<file path="config.mk">
export PLATFORM = sky130hd
export DESIGN_NAME = capped_div
export DESIGN_NICKNAME = d
export VERILOG_FILES = /design/src/rtl/capped_div_pkg.sv /design/src/rtl/q88_saturate.sv /design/src/rtl/capped_div.sv
export SDC_FILE = /design/constraint.sdc
export NUM_CORES = 1
export LEC_CHECK = 0
export BUFFER_PORTS_ARGS = -buffer_cell sky130_fd_sc_hd__buf_2
export CORE_ASPECT_RATIO = 1.2
export CORE_MARGIN = 1.5
export CORE_UTILIZATION = 58
export CTS_CLUSTER_DIAMETER = 200
export DETAILED_ROUTE_END_ITERATION = 12
export GPL_TIMING_DRIVEN = 0
export HOLD_SLACK_MARGIN = 0.03
export PLACE_DENSITY = 0.84
export SYNTH_ARGS = -nofsm -noshare
export SYNTH_HDL_FRONTEND = slang
export SYNTH_SLANG_ARGS = --single-unit
</file>
<file path="constraint.sdc">
create_clock -name clk -period 5.2 [get_ports clk]
set_input_delay 0.52 -clock clk [delete_from_list [all_inputs] [get_ports clk]]
set_output_delay 0.52 -clock clk [all_outputs]
set_load 0.005 [all_outputs]
</file>
<file path="src/rtl/capped_div_pkg.sv">
// Shared constants and types for the capped Q8.8 arithmetic blocks.
package capped_div_pkg;

    localparam int unsigned FRACT_BITS = 8;
    localparam logic [15:0] Q8_8_MAX   = 16'h7FFF;
    localparam logic [15:0] Q8_8_MIN   = 16'h8000;
    localparam int unsigned ITER_COUNT = 24;

    typedef enum logic [1:0] {
        StIdle,
        StCalc,
        StDone
    } state_e;

    // Two's-complement magnitude; 0x8000 maps to 32768 as an unsigned value.
    function automatic logic [15:0] abs16(input logic [15:0] v);
        return v[15] ? (~v + 16'd1) : v;
    endfunction

endpackage

</file>
<file path="src/rtl/q88_saturate.sv">
// Converts a sign plus unsigned quotient magnitude into a capped signed Q8.8 value.
module q88_saturate
    import capped_div_pkg::*;
#(
    parameter int unsigned MagW = 24
) (
    input  logic            neg_i,
    input  logic [MagW-1:0] mag_i,
    output logic [15:0]     q_o,
    output logic            ovf_o,
    output logic            unf_o
);

    localparam logic [MagW-1:0] PosLim = MagW'(Q8_8_MAX);
    // Zero-extended 0x8000: the largest magnitude a negative result can take.
    localparam logic [MagW-1:0] NegLim = MagW'(Q8_8_MIN);

    // Select the capped value and the matching flag.
    always_comb begin
        q_o   = 16'h0000;
        ovf_o = 1'b0;
        unf_o = 1'b0;
        if (mag_i == '0) begin
            q_o = 16'h0000;
        end else if (!neg_i) begin
            if (mag_i > PosLim) begin
                q_o   = Q8_8_MAX;
                ovf_o = 1'b1;
            end else begin
                q_o = mag_i[15:0];
            end
        end else begin
            if (mag_i > NegLim) begin
                q_o   = Q8_8_MIN;
                unf_o = 1'b1;
            end else begin
                // mag == 32768 negates to 0x8000 exactly, without a flag.
                q_o = ~mag_i[15:0] + 16'd1;
            end
        end
    end

endmodule

</file>
<file path="src/rtl/capped_div.sv">
// Signed Q8.8 divider: restoring division one bit per cycle, result capped to Q8.8.
module capped_div #(
    parameter int unsigned FRACT_BITS = capped_div_pkg::FRACT_BITS
) (
    input  logic        clk,
    input  logic        rst_n,
    input  logic        in_valid,
    output logic        in_ready,
    input  logic [15:0] a_in,
    input  logic [15:0] b_in,
    output logic        out_valid,
    input  logic        out_ready,
    output logic [15:0] q_out,
    output logic        overflow,
    output logic        underflow_q,
    output logic        div_by_zero
);

    import capped_div_pkg::*;

    // Dividend width: 16-bit magnitude shifted up by the fractional bits.
    localparam int unsigned DivW    = 16 + FRACT_BITS;
    localparam logic [4:0]  LastCnt = 5'(DivW - 1);

    state_e            state_q;
    logic [4:0]        cnt_q;
    logic [DivW-1:0]   dvd_q;
    logic [15:0]       dvs_q;
    logic [15:0]       rem_q;
    logic [DivW-1:0]   quot_q;
    logic              neg_q;
    logic [15:0]       q_q;
    logic              ovf_q;
    logic              unf_q;
    logic              dbz_q;

    logic [15:0]       a_mag;
    logic [15:0]       b_mag;
    logic [16:0]       rem_shift;
    logic [16:0]       rem_sub;
    logic              q_bit;
    logic [15:0]       rem_next;
    logic [DivW-1:0]   quot_next;
    logic              last_iter;

    logic [15:0]       sat_q;
    logic              sat_ovf;
    logic              sat_unf;

    // Operand magnitudes and one restoring-division step.
    always_comb begin
        a_mag     = abs16(a_in);
        b_mag     = abs16(b_in);
        rem_shift = {rem_q, dvd_q[DivW-1]};
        rem_sub   = rem_shift - {1'b0, dvs_q};
        q_bit     = (rem_shift >= {1'b0, dvs_q});
        // Remainder stays below the divisor (<= 32768), so 16 bits always suffice.
        rem_next  = q_bit ? rem_sub[15:0] : rem_shift[15:0];
        quot_next = {quot_q[DivW-2:0], q_bit};
        last_iter = (cnt_q == LastCnt);
    end

    // Saturation sees the quotient including the bit produced this cycle,
    // so the capped result is registered on the same edge that enters DONE.
    q88_saturate #(
        .MagW (DivW)
    ) u_sat (
        .neg_i (neg_q),
        .mag_i (quot_next),
        .q_o   (sat_q),
        .ovf_o (sat_ovf),
        .unf_o (sat_unf)
    );

    // Control FSM together with the datapath and registered result.
    always_ff @(posedge clk or negedge rst_n) begin
        if (!rst_n) begin
            state_q <= StIdle;
            cnt_q   <= 5'd0;
            dvd_q   <= '0;
            dvs_q   <= 16'h0000;
            rem_q   <= 16'h0000;
            quot_q  <= '0;
            neg_q   <= 1'b0;
            q_q     <= 16'h0000;
            ovf_q   <= 1'b0;
            unf_q   <= 1'b0;
            dbz_q   <= 1'b0;
        end else begin
            unique case (state_q)
                StIdle: begin
                    if (in_valid) begin
                        neg_q  <= a_in[15] ^ b_in[15];
                        dvd_q  <= DivW'(a_mag) << FRACT_BITS;
                        dvs_q  <= b_mag;
                        rem_q  <= 16'h0000;
                        quot_q <= '0;
                        cnt_q  <= 5'd0;
                        if (b_in == 16'h0000) begin
                            // Divide by zero: skip CALC, cap toward the dividend's sign.
                            state_q <= StDone;
                            dbz_q   <= 1'b1;
                            if (a_in[15]) begin
                                q_q   <= Q8_8_MIN;
                                ovf_q <= 1'b0;
                                unf_q <= 1'b1;
                            end else begin
                                q_q   <= Q8_8_MAX;
                                ovf_q <= 1'b1;
                                unf_q <= 1'b0;
                            end
                        end else begin
                            state_q <= StCalc;
                        end
                    end
                end
                StCalc: begin
                    rem_q  <= rem_next;
                    dvd_q  <= dvd_q << 1;
                    quot_q <= quot_next;
                    cnt_q  <= cnt_q + 5'd1;
                    if (last_iter) begin
                        state_q <= StDone;
                        q_q     <= sat_q;
                        ovf_q   <= sat_ovf;
                        unf_q   <= sat_unf;
                        dbz_q   <= 1'b0;
                    end
                end
                StDone: begin
                    if (out_ready) begin
                        state_q <= StIdle;
                    end
                end
                default: begin
                    state_q <= StIdle;
                end
            endcase
        end
    end

    assign in_ready    = (state_q == StIdle);
    assign out_valid   = (state_q == StDone);
    assign q_out       = q_q;
    assign overflow    = ovf_q;
    assign underflow_q = unf_q;
    assign div_by_zero = dbz_q;

endmodule

</file>
==> flow_summary.toml <==
[status]
status = "finished, final reports clean"

[drt]
wl_um = 16210
met3_length_um = 992
highest_layer = "met4"
vias = 5613
routedWlPerCell_um = 18.40
route.met2.wl_um = 8252
drc = 0
drt_first_pass_iters = 6
via_per_inst = 6.371
route.layer.met1.wl_um = 6245
initialDrtViolationCount = 424
drtAntennaViolNets = 0

[sta]
rsz0062_at_grt = "false"
setup_tns_ns = 0
tightest_slew_ns = 0.8687
timing.final.crit_period_ns = 4.774
fmax_mhz = 209.5
fin_crit_sh_pct = 91.80
slew-limit-headroom_pct = 41.64
holdWs_ns = 0.06319
setup_slack_ns = 0.4264
skew_ns = 0.009730
maxSlewViolCount = 0
setup_viol = 0
hold_viol = 0

[logic_synthesis]
ys.flop_type = "dfrtp_1"
synth_top_area_share_pct = 41.34
synth_nets = 741
ys_seq_area_share_pct = 41.34
synth_area_leader_cell = "dfrtp_1"
ys_ff_latch = 98
syn_area_mm2 = 0.005932
yosysWarnings = 0
synthCells = 684
syn_area_per_cell_um2 = 8.672
yosysUniqueCellTypes = 68
ys_async_sr_fraction_pct = 100.0
synth-edff-count = 0
synth_area_leaders = "dfrtp_1, o21ai_0, nand2_1"

[worst_setup_path]
r2r-end = "q_out[7]"
r2r-start = "dvs_q[6]"
required_ns = 5.44
cp-end-kind = "register"
rr_worst_depth = 16
worstSetupStartpointType = "register"
crit_type = "reg2reg"
crit_fanout = 14
crit_end = "q_out[7]"
cp.arrival_ns = 5.02
ff2ff_setup_slack_ns = 0.43
worstSetupStartpoint = "dvs_q[6]"

[layout]
diodes = 0
nNetsFinal = 807
utilization_pct = 67.41
area_delta_synth_final_pct = 13.18
drive_above_1_share_pct = 12.32
layout_commonest_cell = "dfrtp_1"
fin_cells = 881
mostFrequentLayoutCells = "dfrtp_1, nand2_1, o21ai_0"
nFillCells = 825
final_area_mm2 = 0.006714

[cts]
cts_num_sinks = 98
holdBufCountCts = 0
cts_repair_resize_count = 0
clk_latency_ns = 0.35
cts-htree-levels = 3
cts_root_buffer = "clkbuf_16"
numCtsBuffers = 9
cts_tree = "built"
postCtsSetupRepairBufs = 0
path_clk_slew_ns = 0.07
ctsLongestPathBuffers = 2

[place]
post_dp_cell_area_mm2 = 0.006395
port-buffer-count = 55
gp_congestion = 0.9801
place_ws_ns = 0.1149
dp_cells = 866
place_hpwl_um = 11830

[global_route]
grt_pass1_vias = 5648
grt.overflow.total = 0
antenna_found_initial = 0
grt.total_usage_pct = 32.20
grt_max_degree = 77
grt_pass1_wl_um = 26920

[pwr]
p_leak_nw = 2.922
ir_drop_v = 0.0003034
power.density_mw_per_mm2 = 719.8
total_power_mw = 4.832

[floorplanning]
initial_core_util_pct = 59.56
rows = 40
io_pins = 57
die_area_mm2 = 0.01085
die_h_um = 113.8
die_x_um = 95.32
core_area_mm2 = 0.009960

[worst_hold_path]
hold_class = "in2async"

[flow_run]
maxCapViolCount = 0
final cells by class:
cell class	instances	area, um^2	share of cell area [%]
timing repair buffer	56	305.3	4.547
clock buffer	11	232.7	3.466
clock inverter	5	86.33	1.286
inverter	34	131.4	1.957
tap	126	157.7	2.348
multi-input combinational	514	3208	47.78
buffer	37	140.1	2.087
sequential	98	2452	36.53
registers in the layout, indices dropped and copies added (netlist names):
name,count
dvs_q,16
state_q,2
overflow,1
cnt_q,5
underflow_q,1
quot_q,23
q_out,16
neg_q,1
rem_q,16
dvd_q,16
div_by_zero,1
critical path: stages, from the launching register on:
cell and delay [ns]:
dfrtp_1 0.37, inv_1 0.05, ha_1 0.36, a21oi_1 0.35, nand2_1 0.12, o2111ai_1 0.28
a31o_2 0.32, nand2_1 0.15, clkinvlp_4 0.28, ha_1 0.32, or4b_4 0.50, or4_4 0.57
a211oi_2 0.33, o21ai_2 0.18, nand2_2 0.16, o21ai_0 0.10, a211oi_1 0.22
where the power goes:
part           total (mW)  switching, mW  internal, mW
Combinational        2.71           1.65          1.06
Clock               0.726          0.300         0.427
Sequential           1.40          0.269          1.13
routing by layer:
metal  vias to the layer above  global-route usage [%]
li1                       2612                       -
met4                         0                   17.71
met1                      2658                   37.29
met5                         -                       0
met2                       279                   55.60
met3                        64                   5.533
synthesized netlist by cell type, drive strengths merged (9+ instances only):
library cell / count
a211oi: 9
a21oi: 21
a22oi: 13
clkbuf: 30
dfrtp: 98
ha: 20
inv: 34
mux2i: 10
nand2: 93
nand3: 36
nor2: 36
nor3: 11
o21ai: 94
o31ai: 12
or3: 10
or4: 10
xnor2: 11
xor2: 26
cell families after synthesis:
group	count (synthesis)	synth area share, %
AOI/OAI and AO/OA	212	22.91
xor gates and xnor gates	37	5.463
adders and majority gates	21	4.556
buffers and inverters	72	4.577
DFF	98	41.34
muxes	11	1.877
and+or+nand+nor	233	19.28
worst min path at each step:
stage	start	cells past startpoint	end
after floorplan	rst_n	0	cnt_q[0]
after global placement	underflow_q	1	underflow_q
after detailed placement	rst_n	1	q_out[7]
after CTS	rst_n	1	q_out[6]
after global routing	rst_n	1	q_out[11]
final	rst_n	1	q_out[6]
(Power assumes the default switching activity.)
